**src/rtl/axis_pack_pkg.sv**
```systemverilog
// Shared definitions for the packet-granular AXI-Stream arbiter in front of the packer.
package axis_pack_pkg;

   typedef enum logic [1:0] {
      StIdle = 2'd0,
      StPass = 2'd1,
      StPad  = 2'd2
   } state_e;

   localparam int unsigned PadTotalWidth = 16;

   // Index/counter width that never collapses to zero bits.
   function automatic int unsigned clog2_min1(input int unsigned n);
      return (n <= 2) ? 1 : $clog2(n);
   endfunction

endpackage

```
**src/rtl/rr_arbiter.sv**
```systemverilog
// Combinational round-robin pick: first requester strictly after last_grant, with wrap.
module rr_arbiter
   import axis_pack_pkg::*;
#(
   parameter int unsigned NUM_SRC = 4,
   localparam int unsigned IdxW = clog2_min1(NUM_SRC)
) (
   input  logic [NUM_SRC-1:0] req,
   input  logic [IdxW-1:0]    last_grant,
   output logic               any,
   output logic [IdxW-1:0]    grant_idx
);

   logic            found;
   logic [IdxW-1:0] cand;

   // Scan last_grant+1 .. last_grant+NUM_SRC so the last winner is checked last.
   always_comb begin
      any       = |req;
      grant_idx = '0;
      found     = 1'b0;
      cand      = '0;
      for (int unsigned k = 1; k <= NUM_SRC; k++) begin
         cand = IdxW'((32'(last_grant) + k) % NUM_SRC);
         if (!found && req[cand]) begin
            found     = 1'b1;
            grant_idx = cand;
         end
      end
   end

endmodule

```
**src/rtl/axistream_pack_arbiter.sv**
```systemverilog
// Round-robin, packet-granular mux of NUM_SRC AXI-Stream sources onto one packer input.
// Short packet tails are padded with PAD_WORD so tlast only lands on beat k*NUM_PACK-1.
module axistream_pack_arbiter
   import axis_pack_pkg::*;
#(
   parameter int unsigned          DATA_WIDTH = 8,
   parameter int unsigned          NUM_PACK   = 4,
   parameter int unsigned          NUM_SRC    = 4,
   parameter logic [DATA_WIDTH-1:0] PAD_WORD  = '0,
   localparam int unsigned         IdW        = clog2_min1(NUM_SRC)
) (
   input  logic                          clk,
   input  logic                          rst_n,
   input  logic [NUM_SRC-1:0]            s_tvalid,
   output logic [NUM_SRC-1:0]            s_tready,
   input  logic [NUM_SRC*DATA_WIDTH-1:0] s_tdata,
   input  logic [NUM_SRC-1:0]            s_tlast,
   output logic                          m_tvalid,
   input  logic                          m_tready,
   output logic [DATA_WIDTH-1:0]         m_tdata,
   output logic                          m_tlast,
   output logic [IdW-1:0]                m_tid,
   output logic                          pad_event,
   output logic [PadTotalWidth-1:0]      pad_total
);

   localparam int unsigned    CntW     = clog2_min1(NUM_PACK);
   localparam logic [CntW-1:0] LastBeat = CntW'(NUM_PACK - 1);
   localparam logic [CntW-1:0] PadBase  = CntW'(NUM_PACK - 2);

   state_e          state;
   logic [IdW-1:0]  grant;
   logic [IdW-1:0]  last_grant;
   logic [CntW-1:0] beat_cnt;
   logic [CntW-1:0] pad_left;

   logic                  arb_any;
   logic [IdW-1:0]        arb_idx;
   logic                  sel_valid;
   logic                  sel_last;
   logic [DATA_WIDTH-1:0] sel_data;
   logic                  beat_acc;

   rr_arbiter #(
      .NUM_SRC (NUM_SRC)
   ) u_rr_arbiter (
      .req        (s_tvalid),
      .last_grant (last_grant),
      .any        (arb_any),
      .grant_idx  (arb_idx)
   );

   assign sel_valid = s_tvalid[grant];
   assign sel_last  = s_tlast[grant];
   assign sel_data  = s_tdata[32'(grant) * DATA_WIDTH +: DATA_WIDTH];
   assign beat_acc  = m_tvalid && m_tready;
   assign m_tid     = grant;

   // Output mux: zero-latency pass-through in PASS, self-sourced pad beats in PAD.
   always_comb begin
      m_tvalid = 1'b0;
      m_tdata  = '0;
      m_tlast  = 1'b0;
      s_tready = '0;
      unique case (state)
         StPass: begin
            m_tvalid        = sel_valid;
            m_tdata         = sel_data;
            // A misaligned source tlast is swallowed; the pad tail carries it instead.
            m_tlast         = sel_last && (beat_cnt == LastBeat);
            s_tready[grant] = m_tready;
         end
         StPad: begin
            m_tvalid = 1'b1;
            m_tdata  = PAD_WORD;
            m_tlast  = (pad_left == '0);
         end
         default: ;
      endcase
   end

   // Arbitration FSM, beat/pad counters and pad statistics.
   always_ff @(posedge clk or negedge rst_n) begin
      if (!rst_n) begin
         state      <= StIdle;
         grant      <= '0;
         last_grant <= IdW'(NUM_SRC - 1);
         beat_cnt   <= '0;
         pad_left   <= '0;
         pad_event  <= 1'b0;
         pad_total  <= '0;
      end else begin
         pad_event <= 1'b0;
         unique case (state)
            StIdle: begin
               if (arb_any) begin
                  grant      <= arb_idx;
                  last_grant <= arb_idx;
                  state      <= StPass;
               end
            end
            StPass: begin
               if (beat_acc) begin
                  beat_cnt <= (beat_cnt == LastBeat) ? '0 : beat_cnt + 1'b1;
                  if (sel_last) begin
                     if (beat_cnt == LastBeat) begin
                        state <= StIdle;
                     end else begin
                        // pad_left counts remaining pad beats minus one; 0 marks the tlast beat.
                        pad_left  <= PadBase - beat_cnt;
                        pad_event <= 1'b1;
                        state     <= StPad;
                     end
                  end
               end
            end
            StPad: begin
               if (m_tready) begin
                  if (pad_total != '1) begin
                     pad_total <= pad_total + 1'b1;
                  end
                  if (pad_left == '0) begin
                     state    <= StIdle;
                     beat_cnt <= '0;
                  end else begin
                     pad_left <= pad_left - 1'b1;
                  end
               end
            end
            default: state <= StIdle;
         endcase
      end
   end

endmodule

```
**config.mk**
```make
export PLATFORM = sky130hd
export DESIGN_NAME = axistream_pack_arbiter
export DESIGN_NICKNAME = d
export VERILOG_FILES = /design/src/rtl/axis_pack_pkg.sv /design/src/rtl/rr_arbiter.sv /design/src/rtl/axistream_pack_arbiter.sv
export SDC_FILE = /design/constraint.sdc
export NUM_CORES = 1
export LEC_CHECK = 0
export CAP_MARGIN = 30
export CORE_AREA = 2 2 90 92
export CTS_CLUSTER_DIAMETER = 80
export DETAILED_ROUTE_END_ITERATION = 8
export DIE_AREA = 0 0 92 94
export GPL_TIMING_DRIVEN = 0
export SYNTH_ARGS = -nofsm -noshare
export SYNTH_HDL_FRONTEND = slang
export SYNTH_SLANG_ARGS = --single-unit
```
**constraint.sdc**
```tcl
create_clock -name clk -period 5 [get_ports clk]
set_input_delay 0.5 -clock clk [delete_from_list [all_inputs] [get_ports clk]]
set_output_delay 0.5 -clock clk [all_outputs]
set_load 0.02 [all_outputs]
```
==> reports/qor.txt, run 1 <==
DRT iter0 DRCs = 44
Placer congestion estimate = 0.771
Worst min path class = reg -> reg
Critical path endpoint category = output pin
Tmin final = 2.83 ns
Antenna Cells = 0
Critical path startpoint category = flop
Initial antenna violation count = 0
Die footprint = 0.00865 sq mm
Worst Tran Pin Value = 0.545 ns
Io pins = 76
Design Power = 1.20 mW
Hold Buf Count CTS = 0
Nets@finish = 315
Max clock buf depth = 2
WL final = 4.92 mm
Synth-to-layout area growth = 50.1%
Total global-route track usage = 11.3%
DRC viols = 0
Max-slew violations = 0
CTS resizes = 0
Slew HR = 63.7%
Hold_ws = 0.479 ns
Pre-antenna DRT Iters = 4
Gr ovfl total = 0
H-tree depth = 1
Clock-pin slew on the worst setup and hold paths = 0.10 ns
Worst EP arrival = 2.33 ns
Ys flop type = dfrtp_1
Synthesized flop and latch total = 27
Total CTS buffers = 3
DR vias = 1,710
Type of the worst setup path = reg -> out
Layout fillers = 765
Largest net degree at the start of global routing = 20
Syn avg cell area = 10.2 sq um
Global-route wire length before repair = 7.94 mm
Starting Density = 24.7%
Final-report hold violation count = 0
Yosys warnings = 0
Max Freq = 0.354 GHz
Std cell rows = 32
Inst Count DP = 363
Root Driver = clkbuf_8
PwrDens = 424 mW/mm^2
Post-CTS setup buffers = 0
Clock insertion delay at the later pin of the skew report = 0.28 ns
Die H = 94 microns
CTS tree = yes
Final period utilization = 56.6%
EDFF count, synth = 0
FFs w/ async S/R, synth = 100%
Register area share after synthesis = 36.1%
Core area = 0.00761 sq mm
Final Non-Filler Cells = 367
WP data required = 4.50 ns
Num Clock Sinks = 27
Layout Skew = 0.00513 ns
Synth Instances = 185
Pleak = 1.12 nW
Port bufs = 75
Average vias per placed instance = 4.66
Post-DP HPWL = 3.84 mm
Post-route ant nets = 0
Layout cells sized above 1 = 10.2%
Vias in the first global route = 1,658
Synthesized Nets = 234
Setup TNS = 0 ns
Outcome = finished clean
DIE WIDTH = 92 microns
CP Max Fanout = 10
Synthesized area = 0.00188 sq mm
Drt wl/cell = 13.4 microns
Max-cap violation count = 0
Yosys cell types = 44
VDD IR-drop max = 0.177 mV
Final setup violation count = 0
RSZ-0062 raised after global routing = no
==> registers in the layout, indices dropped and copies added, names as in the netlist <==
| register | count |
|---|---|
| pad_left | 2 |
| pad_total | 16 |
| state | 2 |
| last_grant | 2 |
| pad_event | 1 |
| beat_cnt | 2 |
| m_tid | 2 |
==> cells in the final DEF, fill, tap and decap left out, types with 4 or more instances in the layout <==
cell	instances
dfrtp_1	25
o21ai_0	6
nand2_1	19
clkdlybuf4s50_1	75
and3_1	4
nand4_1	4
ha_1	6
nor2_1	13
inv_1	9
xor2_1	5
xnor2_1	9
a21oi_1	7
mux2i_1	5
and2_1	9
nor2b_1	5
mux4_2	7
nand3_1	10
==> critical path, cell delays in order, from the launching register on <==
cell	delay [ns]
dfrtp_1	0.35
buf_4	0.14
clkbuf_1	0.43
mux4_1	0.42
and2_1	0.18
clkdlybuf4s50_1	0.53
==> metrics by stage <==
step | area, sq um | setup slack [ns] | utilization, %
after floorplan | 1880 | 2.93 | -
after global placement | 2760 | 2.19 | 36.3
after detailed placement | 2770 | 2.17 | 36.4
after CTS | 2820 | 2.13 | 37.1
after global routing | 2820 | 2.00 | 37.1
final | 2820 | 2.17 | 37.1
==> routing by layer <==
| layer | wire [microns] | vias up | GRT usage, % |
|---|---|---|---|
| met1 | 2170 | 802 | 13.6 |
| met2 | 2280 | 74 | 20.5 |
| li1 | - | 832 | - |
| met4 | 18 | 0 | 1.49 |
| met3 | 450 | 2 | 3.29 |
| met5 | 0 | - | 0 |
==> kinds of logic (layout without fill, tap and decap cells) <==
logic type | after synthesis | after routing | synth area share (%)
simple gates | 80 | 80 | 23.8
compound gates | 27 | 27 | 11.2
flops | 27 | 27 | 36.1
buf+inv | 16 | 96 | 3.93
mux | 15 | 15 | 14.4
xor+xnor | 14 | 14 | 6.52
fa+ha+maj | 6 | 6 | 3.99
==> path summary, 6_finish.rpt <==
| check | slack, ns | from | depth (start not counted) | to |
|---|---|---|---|---|
| worst max-delay path | 2.17 | m_tid[1]$_DFFE_PN0P_ | 5 | m_tdata[0] |
| worst min-delay path | 0.48 | pad_left[0]$_DFFE_PN0P_ | 1 | pad_left[0]$_DFFE_PN0P_ |
| worst max register to register | 3.09 | state[0]$_DFFE_PN0P_ | 6 | pad_total[1]$_DFFE_PN0P_ |
| worst min register to register | 0.48 | pad_left[0]$_DFFE_PN0P_ | 1 | pad_left[0]$_DFFE_PN0P_ |
| max in group asynchronous | 3.91 | rst_n | 2 | last_grant[0]$_DFFE_PN1P_ |
| min in group asynchronous | 0.53 | rst_n | 1 | pad_total[4]$_DFFE_PN0P_ |
==> power by group <==
group | switching (mW) | internal [mW]
combinational | 0.384 | 0.364
sequential | 0.0410 | 0.275
clock | 0.0754 | 0.0567
total | 0.500 | 0.696
==> cell usage after synthesis (3+ instances only) <==
cell type   n  area, sq um
and3_1      4         25.0
xor2_1      5         43.8
a21oi_1     7         35.0
nor3_1      3         15.0
mux4_2      7          158
inv_1       9         33.8
mux2i_1     5         50.1
clkbuf_1    3         11.3
ha_1        6         75.1
nor2b_1     5         31.3
dfrtp_1    25          626
nor2_1     13         48.8
nand2_1    19         71.3
nand3_1    10         50.1
xnor2_1     9         78.8
o21ai_0     6         30.0
nor3b_1     3         22.5
nand4_1     4         25.0
and2_1      9         56.3
==> cell type report <==
cell class / count / area, sq um / area share [%]
Clock inverter: 1 / 7.51 / 0.266
Timing Repair Buffer: 76 / 766 / 27.1
Sequential cell: 27 / 678 / 24.0
Tap cell: 102 / 128 / 4.52
Clock buffer: 3 / 41.3 / 1.46
Inverter: 9 / 33.8 / 1.20
Buffer: 7 / 40.0 / 1.42
Multi-Input combinational cell: 142 / 1130 / 40.0
No activity file was read; power rests on OpenSTA's default activity.
==> inputs of run 2 (changes only) <==
clock period = 2.82 ns   (was 5 ns; I/O delays follow)
==> results of run 2 <==
The final DEF is identical to that of run 1. Status: finished clean.
Among the figures that moved: setup slack after placement 2.17 ns -> 0.426 ns; setup slack after layout 2.17 ns -> 0.210 ns; hold slack 0.479 ns -> 0.310 ns; register-to-register setup slack 3.09 ns -> 0.91 ns; total power 1.20 mW -> 2.12 mW; worst IR drop on VDD 0.177 mV -> 0.315 mV
==> inputs of run 3 (changes only) <==
CORE_AREA = 4 4 92 94   (was 2 2 90 92)
DIE_AREA = 0 0 96 98   (was 0 0 92 94)
==> run 3 against run 2 <==
Design area is 0.35% higher. Largest cell class unchanged. Combinational power hardly changed. Clock skew is 0.0018 ns higher. Utilization is 0.063 points lower. Maximum frequency is 0.89% higher. Sequential share of layout area is 0.085 points lower. Sequential power hardly changed.
==> reports/qor.txt, run 3 (same netlist as run 1, synthesis figures left out) <==
Outcome = finished clean (unchanged)
Setup crit start = m_tid[0]$_DFFE_PN0P_ (was m_tid[1]$_DFFE_PN0P_)
Post-route ant nets = 0 (unchanged)
Pre-antenna DRT Iters = 4 (unchanged)
Type of the worst setup path = reg -> out (unchanged)
VDD IR-drop max = 0.349 mV (was 0.315 mV)
Max reg flops = 16 (unchanged)
Total global-route track usage = 10.2% (was 11.3%)
Root Driver = clkbuf_8 (unchanged)
Crit-path max cell delay = 0.53 ns (about the same)
DR vias = 1,716 (was 1,710)
Layout cells sized above 1 = 10.2% (unchanged)
Slew HR = 64.6% (was 63.7%)
CTS tree = yes (unchanged)
Clock insertion delay at the later pin of the skew report = 0.28 ns (about the same)
Final setup violation count = 0 (unchanged)
Core area = 0.00765 sq mm (was 0.00761 sq mm)
Layout Skew = 0.00689 ns (was 0.00513 ns)
Layout fillers = 773 (was 765)
Final worst setup slack = 0.233 ns (was 0.210 ns)
Die footprint = 0.00941 sq mm (was 0.00865 sq mm)
Max clock buf depth = 2 (unchanged)
Worst path cell trace = buf_6 > buf_2 > mux4_2 > and2_1 > clkdlybuf4s50_1 (was buf_4 > clkbuf_1 > mux4_1 > and2_1 > clkdlybuf4s50_1)
Max Freq = 0.387 GHz (was 0.383 GHz)
Critical path's slowest cell = mux4_2 (was clkdlybuf4s50_1)
Initial antenna violation count = 0 (unchanged)
Worst Tran Pin Value = 0.529 ns (was 0.545 ns)
WP data required = 2.54 ns (about the same)
Critical path endpoint category = output pin (unchanged)
DRC viols = 0 (unchanged)
DRT iter0 DRCs = 46 (was 44)
RSZ-0062 raised after global routing = no (unchanged)
DP Area = 0.00279 sq mm (was 0.00277 sq mm)
CTS resizes = 0 (unchanged)
Most flop-heavy register = pad_total (unchanged)
H-tree depth = 1 (unchanged)
Synth-to-layout area growth = 50.7% (was 50.1%)
Vias in the first global route = 1,742 (was 1,658)
WL final = 5.05 mm (was 4.92 mm)
Max-slew violations = 0 (unchanged)
Layout Utilization = 37.0% (was 37.1%)
Final period utilization = 91.7% (was 92.5%)
Most common cell after layout, fill and taps aside = clkdlybuf4s50_1 (unchanged)
Largest net degree at the start of global routing = 20 (unchanged)
Total CTS buffers = 3 (unchanged)
Worst min path class = in -> async (unchanged)
Global-route wire length before repair = 7.90 mm (was 7.94 mm)
Most frequent cells in the layout = clkdlybuf4s50_1, dfrtp_1, nand2_1 (unchanged)
Nets@finish = 315 (unchanged)
Worst EP arrival = 2.30 ns (was 2.33 ns)
Post-DP HPWL = 3.98 mm (was 3.84 mm)
Gr ovfl total = 0 (unchanged)
Placer congestion estimate = 0.758 (was 0.771)
Std cell rows = 32 (unchanged)
FF-to-FF Start = state[0]$_DFFE_PN0P_ (unchanged)
Pleak = 1.13 nW (was 1.12 nW)
Clock-pin slew on the worst setup and hold paths = 0.10 ns (about the same)
Antenna Cells = 0 (unchanged)
DIE WIDTH = 96 microns (was 92 microns)
Io pins = 76 (unchanged)
Average vias per placed instance = 4.68 (was 4.66)
Max-cap violation count = 0 (unchanged)
Tmin final = 2.59 ns (was 2.61 ns)
Hold Buf Count CTS = 0 (unchanged)
Design Power = 2.12 mW (about the same)
PwrDens = 748 mW/mm^2 (was 751 mW/mm^2)
Die H = 98 microns (was 94 microns)
Port bufs = 75 (unchanged)
Final-report hold violation count = 0 (unchanged)
Critical path startpoint category = flop (unchanged)
Post-CTS setup buffers = 0 (unchanged)
Final std cell area, no fill = 0.00283 sq mm (was 0.00282 sq mm)
Drt wl/cell = 13.7 microns (was 13.4 microns)
Post-Place Setup Slack = 0.413 ns (was 0.426 ns)
Starting Density = 24.6% (was 24.7%)
Setup TNS = 0 ns (unchanged)
Num Clock Sinks = 27 (unchanged)
CP Max Fanout = 10 (unchanged)
[run 3: cell count changes in the layout (fill, tap and decap cells not counted), sizes merged]
cell,change
clkinv,+1
clkinvlp,-1
[run 3: per-layer routing]
| layer | share of wire, % | track usage, % | wire length, microns |
|---|---|---|---|
| met3 | 12 | 4.01 | 629 |
| met1 | 44 | 12.4 | 2220 |
| met2 | 43 | 17.1 | 2180 |
| met4 | 0.36 | 1.42 | 18 |
| met5 | 0 | 0 | 0 |
[run 3: power by group]
group          internal [mW]  total [mW]  switching, mW
combinational          0.646        1.32          0.677
clock                 0.0992       0.229          0.130
sequential             0.488       0.564         0.0760
total                   1.23        2.12          0.883
[run 3: final cells by class]
type / instances / area (sq um) / share of cell area, %
repair buffers: 76 / 778 / 27.5
inverters: 9 / 33.8 / 1.19
plain buffers: 7 / 40.0 / 1.41
flip-flops and latches: 27 / 678 / 24.0
multi-input cells: 142 / 1130 / 39.8
clock buffers: 3 / 41.3 / 1.46
clock inverters: 1 / 5.00 / 0.177
well taps: 102 / 128 / 4.51
[run 3: critical path, delay by kind of cell, from the launching register on]
family	cells	cell delay (ns)
muxes	1	0.53
and+or+nand+nor	1	0.18
buffers and inverters	3	0.94
DFF	1	0.37
[run 3: worst paths after layout]
check | cells past startpoint | slack (ns) | end
setup / recovery | 5 | 0.23 | m_tdata[4]
hold / removal | 1 | 0.34 | pad_total[6]$_DFFE_PN0P_
setup reg to reg | 6 | 0.88 | pad_total[1]$_DFFE_PN0P_
hold reg to reg | 1 | 0.49 | pad_left[0]$_DFFE_PN0P_
max in group asynchronous | 2 | 1.92 | last_grant[1]$_DFFE_PN1P_
min in group clk | 1 | 0.49 | pad_left[0]$_DFFE_PN0P_
[run 3: through the flow]
step	hold slack, ns	std cells
2_1_floorplan	-0.0136	185
3_3_place_gp	0.468	362
3_5_place_dp	0.485	363
4_1_cts	0.346	367
5_1_grt	0.351	367
6_report	0.342	367
